--- src/rtl/shift_rx8_defs.sv ---
// rtl/shift_rx8_defs.sv - shared constants and state encoding for the serial word receiver
//
// Purpose: frame levels, word width and FSM state type used by shift_rx8.
// Ports:   none (package).

package shift_rx8_defs;

   localparam int DW = 8;

   localparam logic START_LVL = 1'b0;
   localparam logic STOP_LVL  = 1'b1;

   typedef enum logic [1:0] {
      ST_IDLE  = 2'd0,
      ST_START = 2'd1,
      ST_DATA  = 2'd2,
      ST_STOP  = 2'd3
   } state_t;

endpackage

--- src/rtl/sync2.sv ---
// rtl/sync2.sv - two-flop synchronizer for an asynchronous pin, resets to 1
//
// Purpose: bring an asynchronous, idle-high pin into the clk domain.
// Ports:
//   clk  - system clock
//   rst  - synchronous active-high reset, forces both flops to 1
//   d    - asynchronous input
//   q    - synchronized output (2-cycle latency)

module sync2 (
   input  logic clk,
   input  logic rst,
   input  logic d,
   output logic q
);

   logic meta;

   always_ff @(posedge clk) begin
      if (rst) begin
         meta <= 1'b1;
         q    <= 1'b1;
      end else begin
         meta <= d;
         q    <= meta;
      end
   end

endmodule

--- src/rtl/shift_rx8.sv ---
// rtl/shift_rx8.sv - serial-to-parallel receiver for start/8 data MSB-first/stop frames
//
// Purpose: samples the serial line at a fixed 2^NP-clock bit period and
//          presents each correctly framed word in parallel.
// Ports:
//   clk   - system clock
//   rst   - synchronous active-high reset
//   din   - serial line, idles high, asynchronous to clk
//   data  - last correctly framed word
//   valid - one-cycle pulse when data is updated
//   ferr  - one-cycle pulse when the stop bit is low
//   busy  - high while a frame is being received

module shift_rx8
   import shift_rx8_defs::*;
#(
   parameter int NP = 4
) (
   input  logic          clk,
   input  logic          rst,
   input  logic          din,
   output logic [DW-1:0] data,
   output logic          valid,
   output logic          ferr,
   output logic          busy
);

   // Mid-bit sample point for the start bit, end-of-bit for the rest.
   localparam logic [NP-1:0] CNT_HALF = NP'((1 << (NP - 1)) - 1);
   localparam logic [NP-1:0] CNT_FULL = '1;
   localparam logic [NP-1:0] CNT_ONE  = NP'(1);

   logic          din_s;
   logic          din_p;
   state_t        state;
   state_t        state_nx;
   logic [NP-1:0] cnt;
   logic [2:0]    bitn;
   logic [DW-1:0] sr;
   logic          shift_en;
   logic          load;
   logic          err;

   sync2 u_sync (
      .clk (clk),
      .rst (rst),
      .d   (din),
      .q   (din_s)
   );

   always_comb begin
      state_nx = state;
      shift_en = 1'b0;
      load     = 1'b0;
      err      = 1'b0;
      case (state)
         ST_IDLE: begin
            // Only a genuine high-to-low transition starts a frame, so a
            // line stuck low after a framing error stays idle.
            if (din_p == STOP_LVL && din_s == START_LVL)
               state_nx = ST_START;
         end
         ST_START: begin
            if (cnt == CNT_HALF) begin
               if (din_s == START_LVL)
                  state_nx = ST_DATA;
               else
                  state_nx = ST_IDLE;
            end
         end
         ST_DATA: begin
            if (cnt == CNT_FULL) begin
               shift_en = 1'b1;
               if (bitn == 3'(DW - 1))
                  state_nx = ST_STOP;
            end
         end
         ST_STOP: begin
            if (cnt == CNT_FULL) begin
               state_nx = ST_IDLE;
               if (din_s == STOP_LVL)
                  load = 1'b1;
               else
                  err = 1'b1;
            end
         end
         default: state_nx = ST_IDLE;
      endcase
   end

   always_ff @(posedge clk) begin
      if (rst) begin
         state <= ST_IDLE;
         din_p <= 1'b1;
         cnt   <= '0;
         bitn  <= '0;
         sr    <= '0;
         data  <= '0;
         valid <= 1'b0;
         ferr  <= 1'b0;
         busy  <= 1'b0;
      end else begin
         state <= state_nx;
         din_p <= din_s;

         // cnt restarts on every state change; the full-bit compare in
         // DATA relies on the natural NP-bit wrap between bits.
         if (state_nx != state || state == ST_IDLE)
            cnt <= '0;
         else
            cnt <= cnt + CNT_ONE;

         if (state_nx == ST_DATA && state != ST_DATA)
            bitn <= '0;
         else if (shift_en)
            bitn <= bitn + 3'd1;

         if (shift_en)
            sr <= {sr[DW-2:0], din_s};

         if (load)
            data <= sr;

         valid <= load;
         ferr  <= err;
         busy  <= (state_nx != ST_IDLE);
      end
   end

endmodule
--- config.mk ---
export PLATFORM = sky130hd
export DESIGN_NAME = shift_rx8
export DESIGN_NICKNAME = d
export VERILOG_FILES = /design/src/rtl/shift_rx8_defs.sv /design/src/rtl/sync2.sv /design/src/rtl/shift_rx8.sv
export SDC_FILE = /design/constraint.sdc
export NUM_CORES = 1
export LEC_CHECK = 0
export BUFFER_PORTS_ARGS = -buffer_cell sky130_fd_sc_hd__buf_2
export CORE_MARGIN = 2
export CORE_UTILIZATION = 50
export CTS_CLUSTER_DIAMETER = 30
export DETAILED_ROUTE_END_ITERATION = 6
export GPL_ROUTABILITY_DRIVEN = 0
export HOLD_SLACK_MARGIN = 0.1
export PLACE_DENSITY = 0.75
export RECOVER_POWER = 25
export SLEW_MARGIN = 20
export SYNTH_ARGS = -nofsm -noshare
export SYNTH_HDL_FRONTEND = slang
export SYNTH_SLANG_ARGS = --single-unit
--- constraint.sdc ---
create_clock -name clk -period 2.2 [get_ports clk]
set_input_delay 0.11 -clock clk [delete_from_list [all_inputs] [get_ports clk]]
set_output_delay 0.11 -clock clk [all_outputs]
set_load 0.02 [all_outputs]
==> After elaboration in Yosys (flattened, before gate mapping) <==
Index checks and enable logic that the tools add are counted.
{ "word_totals": {"regBits": 31, "latch_bits": 0, "mem_bits_rw": 0, "rom_bits": 0, "inputBits": 3, "output_inout_bits": 11, "elab_cells": 46, "n_memories": 0} }
{ "classes": {"addsub": 2, "multipliers": 0, "div": 0, "order_cmp": 0, "eq_ne": 9, "shift": 0, "n_mux": 13, "n_bitwise": 3, "reduce_logical": 8} }
{ "ops": {"columns": ["op", "n"], "rows": [
  ["$mux W2", 6],
  ["$pmux W2 S4", 1],
  ["$eq A2 B2 Y1 const B", 3],
  ["$mux W1", 6],
  ["$add A4 B1 Y4 const B", 1],
  ["$eq A4 B3 Y1 const B", 1],
  ["$eq A4 B4 Y1 const B", 1],
  ["$reduce_or A2 Y1", 2],
  ["$add A3 B1 Y3 const B", 1],
  ["$eq A3 B3 Y1 const B", 1],
  ["$not A1 Y1", 3],
  ["$reduce_or A3 Y1", 1],
  ["$eq A2 B1 Y1 const B", 1],
  ["$logic_and A1 B1 Y1", 2],
  ["$logic_not A2 Y1", 1],
  ["$ne A2 B2 Y1", 1],
  ["$ne A2 B2 Y1 const B", 1],
  ["$reduce_bool A2 Y1", 1],
  ["$logic_or A1 B1 Y1", 1]
]} }

==> Logic depth before layout (Yosys ltp) <==
{ "logic_depth": {"depth_word": 7, "depth_mapped": 6} }

==> Cells and area by module <==
Synthesis repeated with hierarchy kept, for this count alone.
{ "unflattened": {"cells_unflattened": 141, "hier_area_um2": 1258.7} }
{ "by_module_without_submodules": {"columns": ["module", "instances", "cells_per_inst", "area_per_inst_um2", "seq_area_each_um2"], "rows": [
  ["shift_rx8", 1, 137, 1206.2, 580.6],
  ["sync2", 1, 4, 52.6, 40.0]
]} }

==> Worst setup path before layout <==
OpenSTA, ideal clock, no wires.
{ "synth_path": {"path_kind": "flip-flop to flip-flop", "startpoint": "register cnt[0]", "endpoint": "register busy", "arrival_ps": 1450, "slack_ps": 616, "path_stages_with_launch": 6, "path_buffers": 1, "period_less_slack_ps": 1584, "cell_sequence": "dfxtp_1 > ha_1 > buf_4 > and4_1 > and4_1 > or4_1"} }
{ "synth_between": {"elab_chain_len": 4, "word_cells_on_any_way": 7, "cone_classes": "2 x eq/ne; 4 x mux; 1 x reduce/logical"} }
{ "synth_rtl": {"columns": ["element", "line", "source"], "rows": [
  ["start: declaration", "shift_rx8.sv:37", "logic [NP-1:0] cnt;"],
  ["start signal: assignment", "shift_rx8.sv:111", "cnt <= cnt + CNT_ONE;"],
  ["$eq A4 B4 Y1 / $eq A4 B3 Y1 (equally long branches)", "shift_rx8.sv:72, shift_rx8.sv:79, shift_rx8.sv:64", null],
  ["$mux W2 (on tied branches)", "shift_rx8.sv:79, shift_rx8.sv:64, shift_rx8.sv:72", null],
  ["$pmux W2 S4 *", "shift_rx8.sv:56", "case (state)"],
  ["$reduce_bool A2 Y1 *", "shift_rx8.sv:126", "busy <= (state_nx != ST_IDLE);"],
  ["end signal: assignment", "shift_rx8.sv:126", null],
  ["end: declaration", "shift_rx8.sv:25", "output logic busy"]
]} }
Every way passes the cells marked *; elsewhere a longest branch is shown, timed or not.
A chain may end at the register's enable or synchronous reset.

==> Worst setup path in the final report <==
Same ends and word-level chain as after synthesis.

==> reports/metrics.yaml <==
placement:
  dp_hpwl_mm: 1.59
  portBuffers: 13
yosys:
  syn_area_per_cell_um2: 8.94
  syn_nets: 147
  synth.cell_area_um2: 1260
  ys_warn_count: 0
  synthCells: 141
  synth_cell_types: 29
  ys_seq_area_frac: 0.493
  ys_ff_latch: 31
floorplan:
  core_area_um2: 2430
  die_w_um: 54.2
  io_pins: 14
  placementRows: 18
  initial_core_util: 0.518
  die_h_um: 54.2
  die-area_um2: 2940
critical_path:
  path_class: "reg -> reg"
  critPathArrivalTime_ns: 2.06
  r2r-start: "cnt[0]$_SDFF_PP0_"
  r2r_slack_ns: 0.35
  critPathCaptureType: "register"
  rr_worst_depth: 4
  startpoint: "cnt[0]$_SDFF_PP0_"
  required_ns: 2.41
  worstReg2RegEnd: "busy$_SDFF_PP0_"
  path_max_fanout: 9
  crit_path_start_kind: "register"
  endpoint: "busy$_SDFF_PP0_"
grt:
  use_met3: 0.0750
  met2_usage: 0.263
  grt_pass1_wl_mm: 3.77
  grt_pass1_vias: 861
  gr-usage-met1: 0.244
  top_usage_layer: "met2"
  overflow: 0
  grt_usage: 0.184
  grt_max_degree: 24
  antenna_found_initial: 0
layout:
  fillers: 223
  nets: 158
  area_growth_pct: 8.34
  drive_gt1_frac: 0.144
  final_util: 0.561
  antennaDiodeCount: 0
route:
  wl_per_cell_um: 12.9
  first_pass_iters: 4
  drcViolationCount: 0
  viasPerCell: 5.67
  vias: 1038
  routed_wirelength_mm: 2.37
  antenna_left: 0
  drtIter0Drc: 24
clock_network:
  cts.clk_slew.worst_paths_ns: 0.10
  cts_hold_buf: 1
  clk_latency_ns: 0.34
  postCtsSetupRepairBufs: 0
  clock-sinks: 31
  cts_root_buf: "clkbuf_4"
  cts_made_buffers: 5
  htreeDepth: 2
  clk_path_buf_depth: 2
  cts_resized: 0
  tritoncts: "built"
timing:
  slew_headroom: 0.735
  rsz0062_at_grt: "no"
  post-route-period-util: 0.839
  finalSetupViolCount: 0
  clock_skew_ns: 0.0120
  slew_violations: 0
  period_minus_slack_ns: 1.85
  finalSetupTns_ns: 0
  finalHoldViolCount: 0
  tightest_slew_ns: 0.394
  fmaxAchievable_mhz: 542
hold_path:
  hold_path_class: "in -> reg"
power:
  power_mw: 0.923
  ir_worst_vdd_uv: 411
  p_per_area_nw_per_um2: 676
  leakage_nw: 0.475
job:
  cap_violations: 0
outcome:
  outcome: "completed"
routing by layer:
layer	vias up	wire length (um)	part of all wire
li1	529	-	-
met1	469	1160	0.49
met2	33	1010	0.43
met3	7	147	0.062
met4	0	46	0.019
met5	-	0	0
cells by family after synthesis:
family	share of synthesized area
AOI/OAI and AO/OA	0.185
buffers and inverters	0.0675
adders and majority gates	0.0298
xor gates and xnor gates	0.0209
DFF	0.493
and+or+nand+nor	0.205
metrics by stage:
step / hold slack, ns / area (um2) / cells / setup WS, ns
6_report: 0.180 / 1370 / 183 / 0.353
5_1_grt: 0.206 / 1370 / 183 / 0.238
4_1_cts: 0.185 / 1370 / 183 / 0.353
3_5_place_dp: 0.297 / 1310 / 174 / 0.366
3_3_place_gp: 0.296 / 1310 / 174 / 0.425
2_1_floorplan: 0.178 / 1260 / 141 / 0.616
layout make-up:
cell class	instances	area (um2)	area share
sequential	31	621	0.455
inverter	3	11.3	0.00825
clock inverter	3	15.0	0.0110
multi-input combinational	94	554	0.406
clock buffer	5	37.5	0.0275
timing repair buffer	17	88.8	0.0651
tap	30	37.5	0.0275
cells in the mapped netlist:
cell type,number,area share
inv_1,3,0.0089
and4_1,3,0.021
nand4_1,2,0.0099
clkbuf_1,7,0.021
or2_2,4,0.020
nand2_1,1,0.0030
and2_1,1,0.0050
o221ai_1,1,0.0070
xnor2_1,2,0.014
a311oi_1,1,0.0070
or3_1,2,0.0099
nor3b_1,1,0.0060
ha_1,3,0.030
buf_2,2,0.0079
buf_4,2,0.012
xor2_1,1,0.0070
nor2_1,1,0.0030
buf_6,2,0.018
o31ai_1,1,0.0060
a21oi_1,20,0.079
a211oi_2,1,0.0099
or4_1,1,0.0060
o21ai_0,19,0.075
nand2b_1,1,0.0050
nand4b_1,1,0.0070
nand3b_1,1,0.0060
nand3_1,20,0.079
dfxtp_1,31,0.49
nor3_1,6,0.024
sequential cells by signal, summed over array words and instances, names as in the netlist:
| name | count |
|---|---|
| sr | 8 |
| data | 8 |
| cnt | 4 |
| busy | 1 |
| u_sync.meta | 1 |
| din_p | 1 |
| valid | 1 |
| ferr | 1 |
| u_sync.q | 1 |
| bitn | 3 |
| state | 2 |
worst min path at each step:
stage                     from                      to  slack, ns  cells past startpoint
after floorplan            rst     state[1]$_SDFF_PP0_       0.18                      1
after global placement     din  u_sync.meta$_SDFF_PP1_       0.30                      2
after detailed placement   din  u_sync.meta$_SDFF_PP1_       0.30                      2
after CTS                  rst    data[3]$_SDFFE_PP0P_       0.18                      2
after global routing       rst    data[4]$_SDFFE_PP0P_       0.21                      2
final                      rst    data[3]$_SDFFE_PP0P_       0.18                      2
worst max-delay path, cell delays in order, from the launching register on:
cell and delay (ns):
dfxtp_1 0.36, ha_1 0.33, and4_1 0.42, a211oi_2 0.09
or4_1 0.52
where the power goes:
| part | internal (mW) | leakage [nW] | switching [mW] |
|---|---|---|---|
| combinational | 0.0120 | 0.190 | 0.0240 |
| sequential | 0.566 | 0.251 | 0.00275 |
| clock | 0.119 | 0.0347 | 0.199 |
cells in the final DEF, fill, tap and decap left out, types with 2 or more instances in the layout:
cell	count
clkbuf_1	7
nor3_1	6
nand3_1	20
clkbuf_4	5
buf_4	3
and4_1	3
xnor2_1	2
or2_2	4
or3_1	2
dfxtp_1	31
inv_1	3
o21ai_0	19
buf_2	6
clkinv_2	3
nand4_1	2
ha_1	3
a21oi_1	20
Power figures use the tool's default switching activity.
